### config.mk
export PLATFORM = sky130hd
export DESIGN_NAME = uart_tx
export DESIGN_NICKNAME = d
export VERILOG_FILES = /design/src/rtl/uart_pkg.sv /design/src/rtl/uart_baud_gen.sv /design/src/rtl/uart_tx.sv
export SDC_FILE = /design/constraint.sdc
export NUM_CORES = 1
export LEC_CHECK = 0
export BUFFER_PORTS_ARGS = -buffer_cell sky130_fd_sc_hd__buf_4
export CORE_MARGIN = 1
export CORE_UTILIZATION = 55
export DETAILED_ROUTE_END_ITERATION = 10
export MAX_ROUTING_LAYER = met4
export PLACE_DENSITY_LB_ADDON = 0.3
export SYNTH_ARGS = -nofsm -noshare
export SYNTH_HDL_FRONTEND = slang
export SYNTH_SLANG_ARGS = --single-unit
### constraint.sdc
create_clock -name sys_clk -period 3 [get_ports sys_clk]
set_clock_uncertainty 0.15 [all_clocks]
set_input_delay 0.3 -clock sys_clk [delete_from_list [all_inputs] [get_ports sys_clk]]
set_output_delay 0.3 -clock sys_clk [all_outputs]
set_load 0.02 [all_outputs]
### src/rtl/uart_pkg.sv
// uart_pkg: UART types and baud helpers shared by the transmit and receive sides.
// UART_TX_PARITY_EN adds the PARITY state to tx_state_t.
package uart_pkg;
  typedef enum logic [2:0] {
    IDLE,
    START,
    DATA,
`ifdef UART_TX_PARITY_EN
    PARITY,
`endif
    STOP
  } tx_state_t;
  function automatic int clks_per_bit(input int clk_freq, input int baud);
    return (clk_freq + baud / 2) / baud;
  endfunction
endpackage

### src/rtl/uart_baud_gen.sv
// uart_baud_gen: bit-period counter that ticks on its terminal count.
// clr restarts the period; the counter only advances while en is high.
module uart_baud_gen #(
  parameter int CLKS_PER_BIT = 434
) (
  input  logic sys_clk,
  input  logic sys_rstn,
  input  logic clr,
  input  logic en,
  output logic tick
);
  localparam int W = $clog2(CLKS_PER_BIT);
  localparam logic [W-1:0] LAST = W'(CLKS_PER_BIT - 1);
  logic [W-1:0] cnt;
  if (CLKS_PER_BIT < 2) begin : g_bad_cpb
    $error("uart_baud_gen: CLKS_PER_BIT must be >= 2");
  end
  assign tick = en && cnt == LAST;
  always_ff @(posedge sys_clk or negedge sys_rstn)
    if (!sys_rstn) cnt <= '0;
    else if (clr || tick) cnt <= '0;
    else if (en) cnt <= cnt + 1'b1;
endmodule

### src/rtl/uart_tx.sv
// uart_tx: valid/ready byte in, 8N1 LSB-first serial out on rs232_tx.
// Define UART_TX_PARITY_EN to insert an even-parity bit before the stop bit.
module uart_tx
  import uart_pkg::*;
#(
  parameter int CLK_FREQ = 50_000_000,
  parameter int BAUD     = 115200
) (
  input  logic       sys_clk,
  input  logic       sys_rstn,
  input  logic [7:0] tx_data,
  input  logic       tx_valid,
  output logic       tx_ready,
  output logic       rs232_tx,
  output logic       tx_busy,
  output logic       tx_done
);
  localparam int CLKS_PER_BIT = clks_per_bit(CLK_FREQ, BAUD);
  tx_state_t  state;
  logic [7:0] shift;
  logic [2:0] bit_cnt;
  logic       tick;
  logic       accept;
  if (CLKS_PER_BIT < 2) begin : g_bad_cpb
    $error("uart_tx: CLKS_PER_BIT must be >= 2");
  end
  assign accept = tx_valid && tx_ready;
  uart_baud_gen #(.CLKS_PER_BIT(CLKS_PER_BIT)) u_baud (
    .sys_clk (sys_clk),
    .sys_rstn(sys_rstn),
    .clr     (accept),
    .en      (tx_busy),
    .tick    (tick)
  );
  // shift rotates once per data bit, so after bit 7 it holds the original byte again
  always_ff @(posedge sys_clk or negedge sys_rstn)
    if (!sys_rstn) begin
      state    <= IDLE;
      shift    <= '0;
      bit_cnt  <= '0;
      rs232_tx <= 1'b1;
      tx_ready <= 1'b1;
      tx_busy  <= 1'b0;
      tx_done  <= 1'b0;
    end else begin
      tx_done <= 1'b0;
      case (state)
        IDLE:
          if (accept) begin
            state    <= START;
            shift    <= tx_data;
            bit_cnt  <= '0;
            rs232_tx <= 1'b0;
            tx_ready <= 1'b0;
            tx_busy  <= 1'b1;
          end
        START:
          if (tick) begin
            state    <= DATA;
            rs232_tx <= shift[0];
          end
        DATA:
          if (tick) begin
            shift   <= {shift[0], shift[7:1]};
            bit_cnt <= bit_cnt + 3'd1;
            if (bit_cnt == 3'd7) begin
`ifdef UART_TX_PARITY_EN
              state    <= PARITY;
              rs232_tx <= ^shift;
`else
              state    <= STOP;
              rs232_tx <= 1'b1;
`endif
            end else
              rs232_tx <= shift[1];
          end
`ifdef UART_TX_PARITY_EN
        PARITY:
          if (tick) begin
            state    <= STOP;
            rs232_tx <= 1'b1;
          end
`endif
        STOP:
          if (tick) begin
            state    <= IDLE;
            tx_ready <= 1'b1;
            tx_busy  <= 1'b0;
            tx_done  <= 1'b1;
          end
        default: state <= IDLE;
      endcase
    end
endmodule

# Word-level counts from Yosys, hierarchy flattened
# Cells that the tools add are included.
[word_totals]
input_bits = 11
register_bits = 27
out_inout_bits = 4
[classes]
eq_ne = 10
addsub = 2
n_reduce_logical = 12
muxes = 26
[ops]
columns = ["op", "count"]
rows = [
  ["$mux 3", 7],
  ["$mux 9", 2],
  ["$mux 8", 2],
  ["$pmux 8 s2", 1],
  ["$pmux 3 s4", 1],
  ["$add 9x1->9 const B", 1],
  ["$eq 9x9->1 const B", 1],
  ["$mux 1", 9],
  ["$ne 2x1->1 const B", 4],
  ["$eq 3x2->1 const B", 2],
  ["$pmux 3 s2", 1],
  ["$reduce_and 3->1", 2],
  ["$reduce_bool 2->1", 3],
  ["$reduce_and 5->1", 1],
  ["$pmux 1 s2", 2],
  ["$reduce_and 4->1", 1],
  ["$add 3x1->3 const B", 1],
  ["$eq 3x1->1 const B", 1],
  ["$eq 3x3->1 const B", 1],
  ["$logic_not 3->1", 1],
  ["$pmux 1 s3", 1],
  ["$reduce_bool 3->1", 1],
  ["$logic_and 1x1->1", 2],
  ["$ne 2x2->1 const B", 1],
  ["$logic_or 1x1->1", 1],
]

# Logic depth before layout (Yosys ltp)
# Gate-level depths: netlist of the first run.
[depth]
ltp_word = 4
depth_mapped = 7
mapped_depth_nobuf = 6

# Cells and area by module
# A second synthesis of the first run with hierarchy kept.
[unflattened]
cells_unflattened = 131
hier_area_um2 = 1501.4
[modules_own_cells]
columns = ["mod", "instances", "cells_per_inst", "area_per_inst_um2", "seq_area_each_um2"]
rows = [
  ["uart_tx", 1, 78, 984.7, 427.9],
  ["uart_baud_gen", 1, 53, 516.7, 225.2],
]

# Worst setup path after synthesis of the first run
# OpenSTA, ideal clock, no wires.
[synth_path]
kind = "flip-flop to flip-flop"
start = "register state[0]"
end = "register shift[1]"
period_less_slack_ns = 2.104
path_slack_ns = 0.896
setup_ns = 0.125
t_arrival_ns = 1.830
n_path_buf = 0
path_stages_with_launch = 7
path_cell_list = "dfrtp_1 > inv_1 > ha_1 > inv_1 > nor4_2 > a2bb2oi_4 > mux2_2"
[synth_between]
elab_chain_cells = 3
word_cells_on_any_way = 7
cone_classes = "eq/ne: 3; mux: 1; reduce/logical: 3"
[synth_rtl]
columns = ["element", "line", "text"]
rows = [
  ["start, declared", "uart_tx.sv:19", "tx_state_t state;"],
  ["start signal, assigned", "uart_tx.sv:38", "state <= IDLE;"],
  ["start signal, assigned", "uart_tx.sv:50", "state <= START;"],
  ["start signal, assigned", "uart_tx.sv:59", "state <= DATA;"],
  ["$eq 3x2->1 or $logic_not 3->1 (tied branches)", "uart_tx.sv:47", "case (state)"],
  ["$ne 2x1->1 (no source line) or $reduce_bool 2->1 (tied branches)", "--", ""],
  ["$reduce_and 3->1 (no source line)", "--", ""],
  ["end signal, assigned", "uart_tx.sv:51", "shift <= tx_data;"],
  ["end signal, assigned", "uart_tx.sv:64", "shift <= {shift[0], shift[7:1]};"],
  ["end, declared", "uart_tx.sv:20", "logic [7:0] shift;"],
]
# Several ways; a longest one is shown, not always the timed one.
# A chain may end at the register's enable or synchronous reset.

# Worst setup path after layout of the first run
[layout_path]
start = "register state[0]"
end = "register bit_cnt[2]"
[layout_between]
elab_chain_cells = 3
word_cells_on_any_way = 7
cone_classes = "eq/ne: 3; mux: 1; reduce/logical: 3"
[layout_rtl]
columns = ["element", "line", "text"]
rows = [
  ["$eq 3x2->1 or $logic_not 3->1 (tied branches)", "uart_tx.sv:47", ""],
  ["$ne 2x1->1 (no source line) or $reduce_bool 2->1 (tied branches)", "--", ""],
  ["$reduce_and 3->1 (no source line)", "--", ""],
  ["end signal, assigned", "uart_tx.sv:65", "bit_cnt <= bit_cnt + 3'd1;"],
  ["end, declared", "uart_tx.sv:21", "logic [2:0] bit_cnt;"],
]
# Several ways; a longest one is shown, not always the timed one.

==> impl_metrics.toml, run 1 <==
[status]
outcome = "complete, no violations"

[synthesis]
syn-num-nets = 149
avgSynthCellArea_sq_um = 11.4
synthDistinctLibCells = 36
ys_top_cells_by_area = "dfrtp_1 41%, mux2_2 11%, ha_1 7.7%"
yosysWarnings = 0
synth_edf_count = 0
syn-cell-area_sq_um = 1470
yosys.area.top_type = "dfrtp_1"
async_flop_share_pct = 100
synth_flop_cell = "dfrtp_1"
seq_area_frac_synth_pct = 44.4
yosysTopAreaCellShare_pct = 40.9
synthTopCellsByCount = "24 x dfrtp_1, 16 x nor2_1, 14 x mux2_2"
synth_cells = 129
synth-seq-cells = 26
synth.most_common_cell = "dfrtp_1"

[clock_network]
cts_num_sinks = 26
tritoncts = "yes"
cts_made_buffers = 3
clk_path_buf_depth = 2
root_buffer = "clkbuf_4"
cts.clk_slew.worst_paths_ns = 0.14
htreeDepth = 1
clkLatencyLatePin_ns = 0.31
post-cts-setup-buffers = 0

[setup_path]
cp.arrival_ns = 2.44
worst_setup_path_end_kind = "flop"
worstPathMaxFanout = 8
crit_path_start_kind = "flop"
r2r_cells = 6
worst-setup-path-type = "reg -> reg"
required_ns = 3.08

[grt]
grtUsageTotal_pct = 21.5
grt_pass1_wl_mm = 4.31
grt_overflow = 0
grt_pass1_vias = 971
antenna_found_initial = 0
grt_max_degree = 27

[cells_and_area]
n_fill_cell = 212
drive_gt1_share_pct = 27.8
finalNetCount = 166
syn_to_final_growth_pct = 10.6
fin_util_pct = 65.1
antenna_cells = 0

[pwr]
leakage_nw = 0.769
seqPwrFrac_pct = 67.2
p_sw_mw = 0.111
comb_power_share_pct = 4.4
p_int_mw = 0.411
power.share.clock_pct = 28.3
vdd_ir_drop_max_mv = 0.244
swShare_pct = 21.3
p_per_area_nw_per_um2 = 321

[floorplanning]
dieArea_sq_um = 2880
coreArea_sq_um = 2500
initial_core_util_pct = 58.8
rows = 18
die_w_um = 53.7
die_h_um = 53.7
io_pins = 15

[sta]
hold_violations = 0
period_needed_ns = 2.37
fin_crit_sh_pct = 78.9
rsz0062_at_grt = "no"
timing.slew.headroom_pct = 49.4
worstMarginPinSlew_ns = 0.752
setup_viol = 0
slew_violations = 0
max_freq_mhz = 422
setup_tns_ns = 0

[placement]
io_buffers = 14
place_hpwl_mm = 1.87
gp_congestion = 0.868

[drt]
wl_per_cell_um = 14.3
vias = 969
drcViolationCount = 0
wl_mm = 2.49
first_iter_violations = 13
drt-pass1-iter-count = 4
routed_via_density = 5.57
detail-route-antenna-nets = 0

[worst_hold_path]
min_path_type = "in -> reg"
hold_depth = 3

[job]
drv_cap = 0
[worst paths after layout]
path                                           start                     end  slack, ns
worst min register to register  shift[5]$_DFFE_PN0P_    shift[5]$_DFFE_PN0P_       0.35
worst min-delay path                      tx_data[5]    shift[5]$_DFFE_PN0P_       0.17
worst max register to register  state[0]$_DFFE_PN0P_  bit_cnt[2]$_DFFE_PN0P_       0.63
max in group asynchronous                   sys_rstn    tx_ready$_DFFE_PN1P_       2.16
worst max-delay path            state[0]$_DFFE_PN0P_  bit_cnt[2]$_DFFE_PN0P_       0.63
min in group asynchronous                   sys_rstn    state[0]$_DFFE_PN0P_       0.25
[layer usage]
metal	share of wire (%)	vias to the layer above	global-route usage, %
met1	48	470	26.5
met2	48	13	35.4
met5	0	-	-
met3	2.1	4	2.54
li1	-	482	-
met4	1.6	0	8.77
[flip-flops by register name, summed over array words and instances, names as in the netlist]
name / count
u_baud.cnt: 9
shift: 8
bit_cnt: 3
state: 2
rs232_tx: 1
tx_busy: 1
tx_done: 1
tx_ready: 1
[cell type report]
class	instances	area (sq um)	area share, %
Sequential cell	26	653	40.2
Clock buffer	3	22.5	1.38
Multi-Input combinational cell	91	761	46.8
Tap cell	30	37.5	2.31
Inverter	8	30.0	1.85
Timing Repair Buffer	16	123	7.54
[cells in the final DEF (no fill, tap or decap), types with 2 or more instances in the layout]
| cell type | n |
|---|---|
| nor2_1 | 16 |
| buf_4 | 15 |
| nand3_1 | 3 |
| dfrtp_1 | 24 |
| mux2_1 | 3 |
| mux2_2 | 14 |
| ha_1 | 9 |
| nand2_1 | 7 |
| clkbuf_4 | 3 |
| a21boi_0 | 2 |
| a22oi_1 | 2 |
| xor2_1 | 4 |
| dfstp_2 | 2 |
| o21ai_0 | 6 |
| inv_1 | 8 |
| nand4_1 | 2 |
| mux2_4 | 2 |
| xnor2_1 | 4 |
[through the flow]
stage          hold WS (ns)  setup WS (ns)  cell area [sq um]  total power [mW]  instances
6_report              0.165          0.632               1630             0.521        174
3_3_place_gp         0.0690          0.802               1590             0.379        170
2_1_floorplan        -0.146          0.896               1470             0.362        129
5_1_grt               0.174          0.426               1630             0.541        174
3_5_place_dp         0.0745          0.655               1590             0.380        170
4_1_cts               0.162          0.624               1630             0.526        174
[power groups by stage]
stage	sequential (mW)	clock [mW]	combinational, mW
detailed placement	0.357	0	0.0228
global route	0.351	0.165	0.0259
CTS	0.351	0.151	0.0239
finish	0.351	0.148	0.0230
global placement	0.357	0	0.0217
floorplan	0.357	0	0.00475
[timing repair]
item / CTS / global route
hold endpoints to repair: 26 / 0
resized for setup: 0 / 0
hold buffers: 1 / 0
[worst max-delay path, cell delays in order (launching register included)]
cell	delay, ns
dfrtp_1	0.45
inv_1	0.10
ha_1	0.33
a21boi_1	0.24
nor4_1	0.61
a22oi_1	0.14
o21ai_0	0.26
[cells by family (layout without fill, tap and decap cells)]
| group | count (synthesis) | after routing | synth area share [%] |
|---|---|---|---|
| simple gates | 37 | 37 | 13.8 |
| flops | 26 | 26 | 44.4 |
| mux | 19 | 19 | 15.1 |
| compound gates | 18 | 18 | 10.5 |
| buf+inv | 12 | 27 | 3.83 |
| fa+ha+maj | 9 | 9 | 7.66 |
| xor+xnor | 8 | 8 | 4.77 |
(Power assumes the default switching activity.)
==> run 2: changes to the inputs <==
Settings changed: ABC_AREA set to 1, CORE_UTILIZATION 55 to 52.
Clock period 3 ns to 2 ns, I/O delays scaled along.
==> run 2 against run 1 <==
Setup slack worse by 0.48 ns. Clock power is 140% higher. Global-route usage increased by 0.33 points. Die area up 11%. Sequential cell count unchanged. Critical path depth up 2. First-iteration DRC count rose to 4.3 times the previous value. Design area up 6.4%. Critical path type unchanged. Highest routed layer unchanged.
==> impl_metrics.toml, run 2 <==
[status]
outcome = "complete, no violations"

[floorplanning]
coreArea_sq_um = 2780
die_h_um = 56.5
initial_core_util_pct = 55.6
dieArea_sq_um = 3190
io_pins = 15
rows = 19
die_w_um = 56.5

[pwr]
leakage_nw = 0.950
vdd_ir_drop_max_mv = 0.470
p_per_area_nw_per_um2 = 530

[synthesis]
avgSynthCellArea_sq_um = 7.73
seq_area_frac_synth_pct = 42.3
yosys.area_share.simple_pct = 36.3
synth-compound-area-share_pct = 4.29
ys_top_cells_by_area = "dfrtp_1 39%, nand2_1 19%, ha_1 7.3%"
async_flop_share_pct = 100
synth_cells = 200
synth-seq-cells = 26
yosysTopAreaCellShare_pct = 38.9
synth_top_family_by_area = "simple AND/OR/NAND/NOR gates"
synth_edf_count = 0
yosysWarnings = 0
synth_flop_cell = "dfrtp_1"
syn-num-nets = 220
muxShareOfSynthArea_pct = 0
syn-cell-area_sq_um = 1550
yosys.area.top_type = "dfrtp_1"
synthTopCellsByCount = "79 x nand2_1, 24 x dfrtp_1, 20 x inv_1, 20 x nand3_1, 13 x nor2_1"
synth-xor-area-share_pct = 1.70
synthDistinctLibCells = 24
synthAdderAreaFrac_pct = 7.29
synth.most_common_cell = "nand2_1"

[placement]
place_ws_ns = 0.179
io_buffers = 14
place_hpwl_mm = 2.13
gp_congestion = 0.847

[drt]
drt-pass1-iter-count = 4
met2WireLength_mm = 1.37
wl_mm = 2.87
first_iter_violations = 56
routed_via_density = 5.10
drcViolationCount = 0
detail-route-antenna-nets = 0
vias = 1265
routed.top_layer = "met4"
drt-met1-wl_mm = 1.37
wl_per_cell_um = 11.6
met3WireLength_um = 110

[setup_path]
crit_path_start_kind = "flop"
worst_setup_path_end_kind = "flop"
worstPathMaxFanout = 8
required_ns = 2.09
cp.arrival_ns = 1.93
worst-setup-path-type = "reg -> reg"

[sta]
rsz0062_at_grt = "no"
worstMarginPinSlew_ns = 0.369
fin_crit_sh_pct = 92.3
whs_ns = 0.0395
finalWorstSetupSlack_ns = 0.155
setup_viol = 0
period_needed_ns = 1.85
max_freq_mhz = 542
slew_violations = 0
hold_violations = 0
timing.slew.headroom_pct = 75.3
setup_tns_ns = 0

[cells_and_area]
regMostFlops = "u_baud.cnt"
final_cell_mix = "79 x nand2_1, 24 x dfrtp_1, 20 x inv_1, 20 x nand3_1, 17 x buf_4"
syn_to_final_growth_pct = 12.0
multiInputGateArea_sq_um = 766
finalNetCount = 238
largest_register_ffs = 9
top_regs = "u_baud.cnt (9), shift (8), bit_cnt (3)"
final-seq-area_sq_um = 653
drive_gt1_share_pct = 16.1
n_fill_cell = 244
final_common_cell = "nand2_1"
antenna_cells = 0

[clock_network]
cts_num_sinks = 26
clk_path_buf_depth = 2
post-cts-setup-buffers = 0
cts_made_buffers = 3
cts.clk_slew.worst_paths_ns = 0.15
tritoncts = "yes"
htreeDepth = 1
root_buffer = "clkbuf_4"
clkLatencyLatePin_ns = 0.32
cts_resized = 0

[job]
drv_cap = 0

[grt]
grt_overflow = 0
grt_max_degree = 27
antenna_found_initial = 0
grt_pass1_vias = 1205
grtUsageTotal_pct = 21.8
grt_pass1_wl_mm = 5.29

[worst_hold_path]
min_path_type = "in -> reg"
-- run 2: changes by cell type in the layout (fill, tap and decap cells not counted), moves of 4 or more --
| cell | previous run | this run |
|---|---|---|
| nand3_1 | 3 | 20 |
| xnor2_1 | 4 | 0 |
| inv_1 | 8 | 20 |
| mux2_2 | 14 | 0 |
| nand2_1 | 7 | 79 |
| a21oi_1 | 1 | 6 |
-- run 2: cells by family after synthesis --
kind of cell,count (synthesis)
flops,26
xor+xnor,3
fa+ha+maj,9
compound gates,11
buf+inv,27
simple gates,124
-- run 2: final timing paths --
kind | from | endpoint | slack (ns) | cells past startpoint
max | state[0]$_DFFE_PN0P_ | state[1]$_DFFE_PN0P_ | 0.15 | 8
min | tx_data[5] | shift[5]$_DFFE_PN0P_ | 0.04 | 5
max reg2reg | state[0]$_DFFE_PN0P_ | state[1]$_DFFE_PN0P_ | 0.15 | 8
min reg2reg | rs232_tx$_DFFE_PN1P_ | rs232_tx$_DFFE_PN1P_ | 0.33 | 2
max in group asynchronous | sys_rstn | rs232_tx$_DFFE_PN1P_ | 1.25 | 2
min in group asynchronous | sys_rstn | bit_cnt[0]$_DFFE_PN0P_ | 0.15 | 2
-- run 2: cell type report --
cell class,count,area share [%]
sequential,26,37.7
inverter,22,4.77
multi-input combinational,147,44.3
timing repair buffer,18,7.95
clock inverter,1,1.74
clock buffer,3,1.30
tap,31,2.24
-- run 2: worst max-delay path, cell delays in order, from the launching register on --
cell,delay [ns]
dfrtp_1,0.47
inv_1,0.11
ha_1,0.20
inv_1,0.09
nor2_1,0.32
a21oi_4,0.09
buf_4,0.19
nand3_1,0.08
nand2_1,0.06
-- run 2: power by group --
part	leakage [nW]	internal, mW	switching, mW
Combinational	0.566	0.0166	0.0168
Clock	0.0279	0.203	0.155
Sequential	0.356	0.526	0
Total	0.950	0.745	0.172
-- run 2: through the flow --
stage / power, mW / cell area, sq um / instances / utilization [%]
2_1_floorplan: 0.542 / 1550 / 200 / -
6_report: 0.917 / 1730 / 248 / 62.2
5_1_grt: 0.962 / 1730 / 248 / 62.2
4_1_cts: 0.939 / 1730 / 248 / 62.2
3_3_place_gp: 0.568 / 1670 / 243 / 60.0
3_5_place_dp: 0.568 / 1670 / 243 / 60.0
-- run 2: routing by layer --
| layer | up-vias | track usage [%] |
|---|---|---|
| li1 | 655 | - |
| met1 | 584 | 28.7 |
| met2 | 24 | 35.3 |
| met3 | 2 | 2.76 |
| met4 | 0 | 6.27 |
| met5 | - | - |
-- run 2: timing repair --
| action | 4_1_cts | 5_1_grt |
|---|---|---|
| hold endpoints to repair | 26 | 0 |
| endpoints found under the setup margin | 0 | 0 |
| hold buffers | 1 | 0 |
==> run 3: changes to the inputs <==
--- a/config.mk
+++ b/config.mk
@@ -8,6 +8,8 @@
 export ABC_AREA = 1
 export BUFFER_PORTS_ARGS = -buffer_cell sky130_fd_sc_hd__buf_4
+export CELL_PAD_IN_SITES_DETAIL_PLACEMENT = 0
+export CELL_PAD_IN_SITES_GLOBAL_PLACEMENT = 1
 export CORE_MARGIN = 1
-export CORE_UTILIZATION = 52
+export CORE_UTILIZATION = 39
 export DETAILED_ROUTE_END_ITERATION = 10
 export MAX_ROUTING_LAYER = met4
==> constraint.sdc (replaced) <==
create_clock -name sys_clk -period 2 [get_ports sys_clk]
set_clock_uncertainty 0.15 [all_clocks]
set_input_delay 0.3 -clock sys_clk [delete_from_list [all_inputs] [get_ports sys_clk]]
set_output_delay 0.3 -clock sys_clk [all_outputs]
set_load 0.02 [all_outputs]
==> run 3 against run 2 <==
Via count increased by 0.95%. Non-clock buffer count decreased by 1. Sequential power about the same. Total power decreased by 1.3%. Largest power group unchanged. Critical path type unchanged. Routed wire length increased by 7.2%. First-iteration DRC count increased by 16%. Clock power decreased by 3%. Sequential share of layout area decreased by 0.35 points. Design area increased by 0.94%. Hold slack improved by 0.15 ns. Critical endpoint is now rs232_tx$_DFFE_PN1P_.
==> impl_metrics.toml, run 3 (synthesized netlist as in run 2, its figures left out) <==
[status]
outcome = "complete, no violations"

[drt]
wl_mm = 3.08
detail-route-antenna-nets = 0
first_iter_violations = 65
vias = 1277
wl_per_cell_um = 11.7
drt-pass1-iter-count = 4
drcViolationCount = 0
routed_via_density = 4.84

[floorplanning]
io_pins = 15
rows = 22
die_w_um = 64.9
dieArea_sq_um = 4220
die_h_um = 64.9
initial_core_util_pct = 41.3
coreArea_sq_um = 3740

[pwr]
p_per_area_nw_per_um2 = 518
leakage_nw = 0.946
vdd_ir_drop_max_mv = 0.209

[placement]
place_inst = 259
place_ws_ns = 0.206
place_hpwl_mm = 2.32
gp_congestion = 0.836
io_buffers = 14
placed_area_sq_um = 1680

[cells_and_area]
drive_gt1_share_pct = 15.7
final_cell_mix = "79 x nand2_1, 24 x dfrtp_1, 20 x inv_1, 20 x nand3_1, 16 x buf_4"
regMostFlops = "u_baud.cnt"
final_common_cell = "nand2_1"
design_area_sq_um = 1750
top_regs = "u_baud.cnt (9), shift (8), bit_cnt (3)"
largest_register_ffs = 9
antenna_cells = 0
instances_no_fill = 264
finalNetCount = 237
syn_to_final_growth_pct = 13.0

[grt]
grt_pass1_vias = 1362
grtUsageTotal_pct = 17.9
grt_max_degree = 27
grt_pass1_wl_mm = 5.70
grt_overflow = 0
antenna_found_initial = 0

[clock_network]
cts_num_sinks = 26
htreeDepth = 1
root_buffer = "clkbuf_8"
cts_resized = 0
clkLatencyLatePin_ns = 0.27
clk_path_buf_depth = 2
post-cts-setup-buffers = 0
cts_made_buffers = 3
tritoncts = "yes"
cts.clk_slew.worst_paths_ns = 0.09

[setup_path]
path_delay_family = "simple AND/OR/NAND/NOR gates"
r2r_cells = 9
cp_slowest_cell = "dfrtp_1"
r2r-start = "state[0]$_DFFE_PN0P_"
rrSetupSlack_ns = 0.19
cp_common_cell = "nand2_1"
crit_path_start_kind = "flop"
worst-setup-path-type = "reg -> reg"
worstReg2RegEnd = "rs232_tx$_DFFE_PN1P_"
required_ns = 2.06
worst_setup_path_end_kind = "flop"
worstPathMaxFanout = 12
crit_path_cell_trace = "inv_1 -> ha_1 -> inv_2 -> nand2_2 -> nor2_1 -> a21oi_1 -> nand2_1 -> nand2_1 -> nand2_1"
critPathBufInv = 2
setup.worst_path.start = "state[0]$_DFFE_PN0P_"
cp.depth = 9
crit_end = "rs232_tx$_DFFE_PN1P_"
cp.arrival_ns = 1.87
slowest_delay_ns = 0.44

[worst_hold_path]
min_path_type = "in -> reg"
hold_depth = 5

[sta]
hold_violations = 0
period_needed_ns = 1.81
max_freq_mhz = 554
fin_crit_sh_pct = 90.3
slew_violations = 0
setup_tns_ns = 0
worstMarginPinSlew_ns = 0.362
rsz0062_at_grt = "yes"
finalWorstSetupSlack_ns = 0.194
timing.slew.headroom_pct = 75.8
whs_ns = 0.194
setup_viol = 0

[job]
drv_cap = 0
-- run 3: cell types whose count changed in the layout (fill, tap and decap cells not counted) --
cell       before  now
clkbuf_4        3    0
bufinv_16       1    0
buf_4          17   16
clkbuf_8        0    4
-- run 3: worst min-delay path: cells and delay by family --
kind	cells	cell delay [ns]
simple gates	4	0.22
buf+inv	1	0.07
-- run 3: layer usage --
metal	up-vias	global-route usage, %	part of all wire [%]	wire length, um
met2	17	31.4	51	1560
met3	6	2.64	1.9	58
met5	-	-	0	0
met4	0	6.94	1.9	59
li1	658	-	-	-
met1	596	20.3	45	1400
-- run 3: layout make-up --
| class | instances | area (sq um) |
|---|---|---|
| inverter | 22 | 82.6 |
| timing repair buffer | 17 | 130 |
| sequential | 26 | 653 |
| clock buffer | 4 | 55.1 |
| fill | 403 | 2000 |
| tap | 48 | 60.1 |
| multi-input combinational | 147 | 766 |
-- run 3: power breakdown --
group          internal, mW  leakage (nW)  switching, mW
registers             0.525         0.356              0
logic                0.0166         0.561         0.0164
clock network         0.176        0.0288          0.171
total                 0.718         0.946          0.187
-- run 3: what timing repair did --
item | CTS | global route
setup endpoints to repair | 0 | 1
hold buffers | 1 | 0
endpoints found under the hold margin | 24 | 0
-- run 3: worst min-delay path by stage --
stage / endpoint / start / slack (ns)
2_1_floorplan: bit_cnt[0]$_DFFE_PN0P_ / sys_rstn / -0.15
3_3_place_gp: u_baud.cnt[5]$_DFFE_PN0P_ / sys_rstn / 0.08
3_5_place_dp: u_baud.cnt[5]$_DFFE_PN0P_ / sys_rstn / 0.08
4_1_cts: shift[0]$_DFFE_PN0P_ / tx_data[0] / 0.19
5_1_grt: shift[0]$_DFFE_PN0P_ / tx_data[0] / 0.23
6_report: shift[1]$_DFFE_PN0P_ / tx_data[1] / 0.19
-- run 3: through the flow --
| stage | power (mW) | utilization [%] |
|---|---|---|
| floorplan | 0.542 | - |
| global placement | 0.568 | 44.9 |
| detailed placement | 0.568 | 44.9 |
| CTS | 0.913 | 46.7 |
| global route | 0.946 | 46.7 |
| finish | 0.906 | 46.7 |
